`config.mk`:
```
export PLATFORM = sky130hd
export DESIGN_NAME = regfile_wb_sb
export DESIGN_NICKNAME = d
export VERILOG_FILES = /design/src/rtl/regfile_pkg.sv /design/src/rtl/regfile_scoreboard.sv /design/src/rtl/regfile_wb_sb.sv
export SDC_FILE = /design/constraint.sdc
export NUM_CORES = 2
export LEC_CHECK = 0
export ABC_AREA = 1
export ABC_CLOCK_PERIOD_IN_PS = 58000
export CORE_MARGIN = 5
export CORE_UTILIZATION = 40
export CTS_CLUSTER_SIZE = 30
export DETAILED_ROUTE_END_ITERATION = 7
export PLACE_DENSITY = 0.55
export REMOVE_ABC_BUFFERS = 1
export SLEW_MARGIN = 10
export SYNTH_ARGS = -nofsm -noshare
export SYNTH_HDL_FRONTEND = slang
export SYNTH_HIERARCHICAL = 1
export SYNTH_SLANG_ARGS = --single-unit
export TNS_END_PERCENT = 20
```
`constraint.sdc`:
```
create_clock -name clk -period 58 [get_ports clk]
set_input_delay 11.6 -clock clk [delete_from_list [all_inputs] [get_ports clk]]
set_output_delay 11.6 -clock clk [all_outputs]
set_load 0.05 [all_outputs]
```
`src/rtl/regfile_pkg.sv`:
```
// Shared constants for the writeback-side register file and its pending-write scoreboard.
package regfile_pkg;

    localparam int unsigned REG_ADDR_W    = 5;
    localparam int unsigned NUM_REGS      = 32;
    localparam logic [REG_ADDR_W-1:0] ZERO_REG = 5'd0;
    localparam int unsigned CNT_W_DEFAULT = 2;

endpackage

```
`src/rtl/regfile_scoreboard.sv`:
```
// Per-register pending-write counters, RAW/overflow stall and busy flag.
// REGFILE_WB_BYPASS_EN lets a source retiring this cycle (cnt==1) skip the stall.
module regfile_scoreboard
    import regfile_pkg::*;
#(
    parameter int unsigned CNT_W = CNT_W_DEFAULT
) (
    input  logic                  clk,
    input  logic                  rst,
    input  logic                  reg_write_i,
    input  logic [REG_ADDR_W-1:0] regdst_i,
    input  logic [REG_ADDR_W-1:0] rs_addr_i,
    input  logic [REG_ADDR_W-1:0] rt_addr_i,
    input  logic                  rs_used_i,
    input  logic                  rt_used_i,
    input  logic                  issue_valid_i,
    input  logic                  issue_wr_i,
    input  logic [REG_ADDR_W-1:0] issue_dst_i,
    output logic                  stall_o,
    output logic                  busy_any_o
);

    localparam logic [CNT_W-1:0] CNT_MAX = '1;

    logic [CNT_W-1:0]    cnt_q [NUM_REGS];
    logic [CNT_W-1:0]    cnt_d [NUM_REGS];
    logic                busy_any_q;
    logic                busy_any_d;
    logic [NUM_REGS-1:0] inc_vec;
    logic [NUM_REGS-1:0] dec_vec;
    logic                retire_c;
    logic                rs_retire_c;
    logic                rt_retire_c;
    logic                rs_pend_c;
    logic                rt_pend_c;
    logic                full_c;
    logic                inc_c;

    assign retire_c = reg_write_i && (regdst_i != ZERO_REG);

`ifdef REGFILE_WB_BYPASS_EN
    assign rs_retire_c = retire_c && (regdst_i == rs_addr_i) && (cnt_q[rs_addr_i] == CNT_W'(1));
    assign rt_retire_c = retire_c && (regdst_i == rt_addr_i) && (cnt_q[rt_addr_i] == CNT_W'(1));
`else
    assign rs_retire_c = 1'b0;
    assign rt_retire_c = 1'b0;
`endif

    assign rs_pend_c = rs_used_i && (rs_addr_i != ZERO_REG) && (cnt_q[rs_addr_i] != '0) && !rs_retire_c;
    assign rt_pend_c = rt_used_i && (rt_addr_i != ZERO_REG) && (cnt_q[rt_addr_i] != '0) && !rt_retire_c;
    assign full_c    = issue_wr_i && (issue_dst_i != ZERO_REG) && (cnt_q[issue_dst_i] == CNT_MAX);

    assign stall_o = !rst && issue_valid_i && (rs_pend_c || rt_pend_c || full_c);
    assign inc_c   = issue_valid_i && issue_wr_i && (issue_dst_i != ZERO_REG) && !stall_o;

    // Decrement saturates at zero so stray writebacks after reset are harmless.
    always_comb begin
        inc_vec = '0;
        dec_vec = '0;
        if (inc_c) inc_vec[issue_dst_i] = 1'b1;
        if (retire_c && (cnt_q[regdst_i] != '0)) dec_vec[regdst_i] = 1'b1;
    end

    always_comb begin
        busy_any_d = 1'b0;
        for (int unsigned i = 0; i < NUM_REGS; i++) begin
            cnt_d[i] = cnt_q[i];
            if (inc_vec[i] && !dec_vec[i]) begin
                cnt_d[i] = cnt_q[i] + CNT_W'(1);
            end else if (dec_vec[i] && !inc_vec[i]) begin
                cnt_d[i] = cnt_q[i] - CNT_W'(1);
            end
            busy_any_d = busy_any_d | (cnt_q[i] != '0);
        end
    end

    always_ff @(posedge clk or posedge rst) begin
        if (rst) begin
            for (int unsigned i = 0; i < NUM_REGS; i++) cnt_q[i] <= '0;
            busy_any_q <= 1'b0;
        end else begin
            cnt_q      <= cnt_d;
            busy_any_q <= busy_any_d;
        end
    end

    assign busy_any_o = busy_any_q;

endmodule

```
`src/rtl/regfile_wb_sb.sv`:
```
// 32x32 register file fed by writeback, two combinational decode read ports, plus scoreboard.
// REGFILE_WB_BYPASS_EN adds write-through from the writeback port to both read ports.
module regfile_wb_sb
    import regfile_pkg::*;
#(
    parameter int unsigned DATA_W = 32,
    parameter int unsigned CNT_W  = CNT_W_DEFAULT
) (
    input  logic                  clk,
    input  logic                  rst,
    input  logic                  reg_write,
    input  logic [DATA_W-1:0]     data_to_reg,
    input  logic [REG_ADDR_W-1:0] regdst,
    input  logic [REG_ADDR_W-1:0] rs_addr,
    input  logic [REG_ADDR_W-1:0] rt_addr,
    input  logic                  rs_used,
    input  logic                  rt_used,
    output logic [DATA_W-1:0]     rs_data,
    output logic [DATA_W-1:0]     rt_data,
    input  logic                  issue_valid,
    input  logic                  issue_wr,
    input  logic [REG_ADDR_W-1:0] issue_dst,
    output logic                  stall,
    output logic                  busy_any
);

    logic [DATA_W-1:0] regs_q [NUM_REGS];
    logic              wr_en_c;

    assign wr_en_c = reg_write && (regdst != ZERO_REG);

    // r0 is never written, so it stays at its reset value of zero.
    always_ff @(posedge clk or posedge rst) begin
        if (rst) begin
            for (int unsigned i = 0; i < NUM_REGS; i++) regs_q[i] <= '0;
        end else if (wr_en_c) begin
            regs_q[regdst] <= data_to_reg;
        end
    end

    always_comb begin
        rs_data = regs_q[rs_addr];
        rt_data = regs_q[rt_addr];
`ifdef REGFILE_WB_BYPASS_EN
        if (wr_en_c && (regdst == rs_addr)) rs_data = data_to_reg;
        if (wr_en_c && (regdst == rt_addr)) rt_data = data_to_reg;
`endif
        if (rst) begin
            rs_data = '0;
            rt_data = '0;
        end
    end

    regfile_scoreboard #(
        .CNT_W (CNT_W)
    ) u_sb (
        .clk           (clk),
        .rst           (rst),
        .reg_write_i   (reg_write),
        .regdst_i      (regdst),
        .rs_addr_i     (rs_addr),
        .rt_addr_i     (rt_addr),
        .rs_used_i     (rs_used),
        .rt_used_i     (rt_used),
        .issue_valid_i (issue_valid),
        .issue_wr_i    (issue_wr),
        .issue_dst_i   (issue_dst),
        .stall_o       (stall),
        .busy_any_o    (busy_any)
    );

endmodule

```
Word-level counts from Yosys, hierarchy flattened
Index checks and enable logic that the tools add are counted.
{"block": "totals", "register_bits": 1089, "inputBits": 59, "wordCells": 486, "out_inout_bits": 66}
{"block": "classes", "n_reduce_logical": 219, "eq_ne": 1, "bitwise_logic": 35, "n_addsub": 64, "order_cmp": 9, "n_mux": 93}
{"cell": "1024-bit bitwise mux", "n": 1}
{"cell": "32-bit binary-select mux with 5-bit select", "n": 2}
{"cell": "32-bit two-way mux", "n": 9}
{"cell": "32-bit demux with 5-bit select", "n": 1}
{"cell": "2-bit two-way mux", "n": 72}
{"cell": "2-bit nonzero test", "n": 67}
{"cell": "1-bit logical AND", "n": 80}
{"cell": "1-bit logical NOT", "n": 66}
{"cell": "2-bit by 1-bit adder with 2-bit output, second input constant", "n": 32}
{"cell": "2-bit by 1-bit subtractor with 2-bit output, second input constant", "n": 32}
{"cell": "2-bit binary-select mux with 5-bit select", "n": 4}
{"cell": "1-bit bitwise OR", "n": 31}
{"cell": "6-bit >= comparator, second input constant", "n": 4}
{"cell": "5-bit NOT with 6-bit output", "n": 4}
{"cell": "5-bit nonzero test", "n": 4}
{"cell": "5-bit by 6-bit less-than comparator with 1-bit output, second input constant", "n": 2}
{"cell": "1-bit demux with 5-bit select", "n": 2}
{"cell": "5-bit by 1-bit >= comparator with 1-bit output, second input constant", "n": 2}
{"cell": "6-bit by 1-bit less-than comparator with 1-bit output, second input constant", "n": 1}
{"cell": "2-bit == test, second input constant", "n": 1}
{"cell": "1-bit logical OR", "n": 2}
{"cell": "1-bit two-way mux", "n": 2}

Logic depth before layout (Yosys ltp)
{"block": "logic_depth", "word_depth": 32, "depth_mapped": 20}

Cells and area by module
Netlist, hierarchy kept.
{"module": "regfile_wb_sb", "instances": 1, "cells_each": 8328, "area_per_inst_um2": 56524.2}
{"module": "regfile_scoreboard", "instances": 1, "cells_each": 804, "area_per_inst_um2": 5485.3}

Least setup slack after synthesis
No wires, ideal clock.
{"block": "synth_path", "kind": "input -> output", "startpoint": "input rst", "endpoint": "output rs_data[16]", "path_buffers": 1, "arrival_time_ps": 43608, "path_slack_ps": 2792, "stages": 4, "required_ps": 46400, "path_cell_list": "inv_1 -> clkbuf_1 -> nand2_1 -> nor2_1"}
{"block": "synth_via", "elab_chain_len": 1}
{"item": "start, declared", "line_no": "regfile_wb_sb.sv:10", "source": "input logic rst,"}
{"item": "32-bit two-way mux", "line_no": "regfile_wb_sb.sv:48", "source": "if (rst) begin"}
{"item": "end, declared", "line_no": "regfile_wb_sb.sv:18", "source": "output logic [DATA_W-1:0] rs_data,"}
Every way passes these cells.

Worst setup path after layout
{"block": "layout_path", "startpoint": "input rt_addr[0]", "endpoint": "output rt_data[27]"}
{"block": "layout_via", "elab_chain_len": 5}
{"item": "start, declared", "line_no": "regfile_wb_sb.sv:15", "source": "input logic [REG_ADDR_W-1:0] rt_addr,"}
{"item": "5-bit NOT with 6-bit output (implied by the code)", "line_no": "regfile_wb_sb.sv:43", "source": "rt_data = regs_q[rt_addr];"}
{"item": "32-bit binary-select mux with 5-bit select", "line_no": "regfile_wb_sb.sv:43"}
{"item": "32-bit two-way mux (implied by the code) (2 in a row)", "line_no": "regfile_wb_sb.sv:43"}
{"item": "32-bit two-way mux", "line_no": "regfile_wb_sb.sv:48"}
{"item": "end, declared", "line_no": "regfile_wb_sb.sv:19", "source": "output logic [DATA_W-1:0] rt_data,"}
Every way passes these cells. The select of a mux whose other input is x is not followed.

==> results.md <==
- Crit path cell chain: buf_8 > inv_8 > buf_12 > buf_4 > nand2_1 > nand3_1 > nand3_1 > nand2_1 > nand2_1 > nand3_1 > nand2_1 > nor2_1 > clkdlybuf4s50_1
- Clk slew on worst S/H paths: 0.05 ns
- PnR worst setup slack: 29.95 ns
- CP most frequent cell: nand2_1
- Maximum root-to-sink buffer count: 3
- Routed wire length: 242000 um
- Mean post-synth cell area: 6.79 sq um
- RSZ-0062 raised after global routing: no
- Worst hold path class: flop to flop
- Worst-Margin Slew: 1.20 ns
- Slew Viols, Final: 0
- I/O pin count: 125
- CORE AREA: 154000 sq um
- Residual DRC: 0
- Top delay family on crit path: buffers and inverters
- Crit-path slowest cell: buf_4
- Starting DRT DRC Count: 7588
- Worst skew pair latency: 0.77 ns
- Buffers on Ports: 124
- Max-Cap Viols: 0
- Max stage delay on crit path: 0.93 ns
- Via count: 61700
- Post-CTS setup repair buffer count: 0
- Max IR drop VDD: 0.0000296 V
- Leading cell type in the layout, fill and taps excluded: nand2_1
- Crit path launch type: input pin
- Critical Path Fanout Max: 191
- Dpl hpwl: 124000 um
- Lkg Pwr: 31.9 nW
- Drt via density: 5.69
- Row cnt: 144
- Hold Violations, Final: 0
- Gate Count Post-Synth: 9132
- TritonCTS Buffers: 133
- Syn Std Cell Area: 62000 sq um
- Max_slew headroom: 0.202
- CP Capture Type: output port
- Clk Tree Root Cell: clkbuf_16
- ANT nets after route: 0
- Final Net Count: 8796
- Area grow syn2layout: 10.2%
- Synth warn: 6
- WP data required: 46.40 ns
- Distinct cells, synth: 38
- DIE AREA: 163000 sq um
- Largest net degree at the start of global routing: 195
- Setup CP Type: input pin to output port
- CP Buf/Inv Count: 5
- Vias in the first global route: 58100
- Most frequent cells in the layout: nand2_1, nand3_1, dfrtp_1
- Clk sinks: 1089
- Routed wire length per instance: 22.3 um
- Final setup viols: 0
- Fraction of layout cells with a size suffix above 1: 0.0456
- Pre-CTS WS: 30.01 ns
- Power density cells: 35.5 nW/um^2
- First-pass GRT wire length: 368000 um
- All-layer global routing usage: 0.290
- Worst Path Arrival: 16.45 ns
- Part of the cycle the worst path needs: 0.484
- Die Width: 404 um
- Synth Register Bits: 1089
- Hold_buf cts: 0
- Gr ovfl total: 0
- Setup Skew: 0.0177 ns
- Post-CTS sizing: 0
- Status: complete, no violations
- Setup TNS: 0 ns
- H-tree levels: 4
- Final RePlAce weighted congestion: 0.856
- Post-synthesis sequential area ratio: 0.439
- Starting Density: 0.403
- Antenna violations before repair: 4
- Max frequency: 0.0357 GHz
- Crit path time final: 28.05 ns
- Die H: 404 um
- Drt first pass iters: 6
- CTS tree: built
-- worst reg2reg max path: cells and delay by family, from the launching register on --
kind / cells / cell delay, ns
flip-flops: 1 / 0.38
adder cells (fa/ha/maj): 1 / 0.35
AND/OR/NAND/NOR: 8 / 1.54
AO/OA/AOI/OAI: 4 / 0.45
XOR/XNOR: 1 / 0.16
buffers and inverters: 1 / 0.08
-- Yosys cell counts (all sizes together) --
master | n | area, sq um
o211ai | 1 | 7.51
nand4 | 11 | 68.8
conb | 2 | 7.51
o21ai | 1057 | 5290
nor4b | 1 | 8.76
inv | 220 | 828
nor3 | 19 | 138
xor2 | 26 | 228
a22oi | 4 | 30.0
o221ai | 4 | 35.0
ha | 32 | 400
nor2 | 520 | 2060
clkinv | 1 | 3.75
clkbuf | 605 | 2270
a21oi | 287 | 1440
dfrtp | 1089 | 27300
xnor2 | 38 | 333
or2 | 1 | 6.26
nor4 | 7 | 58.8
o22ai | 6 | 37.5
buf | 166 | 782
o21a | 2 | 15.0
nand3 | 1410 | 7060
nand2 | 3623 | 13700
-- layout make-up --
type | count | area [sq um]
Inverter | 221 | 887
Timing Repair Buffer | 209 | 2000
Clock inverter | 42 | 558
Tap cell | 2044 | 2560
Sequential cell | 1089 | 27300
Multi-Input combinational cell | 7051 | 31100
Clock buffer | 195 | 4030
Antenna cell | 2 | 5.00
Fill cell | 15900 | 85700
-- stage by stage --
step	std cells	utilization	instance area (sq um)	total power [W]	hold slack [ns]
2_1_floorplan	8361	-	59000	0.00138	0.374
3_3_place_gp	10600	0.414	63800	0.00153	0.386
3_5_place_dp	10600	0.414	63800	0.00154	0.388
4_1_cts	10900	0.444	68300	0.00243	0.400
5_1_grt	10900	0.444	68300	0.00256	0.410
6_report	10900	0.444	68300	0.00243	0.397
-- worst paths after layout --
path,endpoint,slack [ns],depth (start not counted),start
hold reg to reg,regs_q[1010]$_DFFE_PP0P_,0.40,0,regs_q[1010]$_DFFE_PP0P_
min in group asynchronous,regs_q[990]$_DFFE_PP0P_,11.53,2,rst
max in group asynchronous,regs_q[980]$_DFFE_PP0P_,43.72,5,rst
setup reg to reg,u_sb/cnt_q[41]$_DFFE_PP0P_,54.93,15,u_sb/cnt_q[2]$_DFFE_PP0P_
hold / removal,regs_q[1010]$_DFFE_PP0P_,0.40,0,regs_q[1010]$_DFFE_PP0P_
setup / recovery,rt_data[27],29.95,13,rt_addr[0]
-- where the power goes --
part / switching, W / internal [W] / leakage, nW
Combinational: 0.000320 / 0.000177 / 15.7
Sequential: 0.000127 / 0.000917 / 13.9
Clock: 0.000353 / 0.000531 / 2.27
Total: 0.000800 / 0.00163 / 31.9
-- layer usage --
layer / track usage / vias up / part of all wire
met5: 0 / - / 0.000099
met4: 0.0976 / 4 / 0.035
met3: 0.0442 / 481 / 0.081
met2: 0.458 / 2812 / 0.44
met1: 0.409 / 29700 / 0.44
li1: - / 28700 / -
-- flip-flops by register name, indices dropped and copies added, names as in the netlist --
register,count
regs_q,1024
u_sb/cnt_q,64
u_sb/busy_any_o,1
-- logic make-up after synthesis --
group | synth area share
buf+inv | 0.0627
fa+ha+maj | 0.00646
other cells | 0.000121
compound gates | 0.110
simple gates | 0.372
xor+xnor | 0.00904
flops | 0.439
No activity file was read; power rests on OpenSTA's default activity.
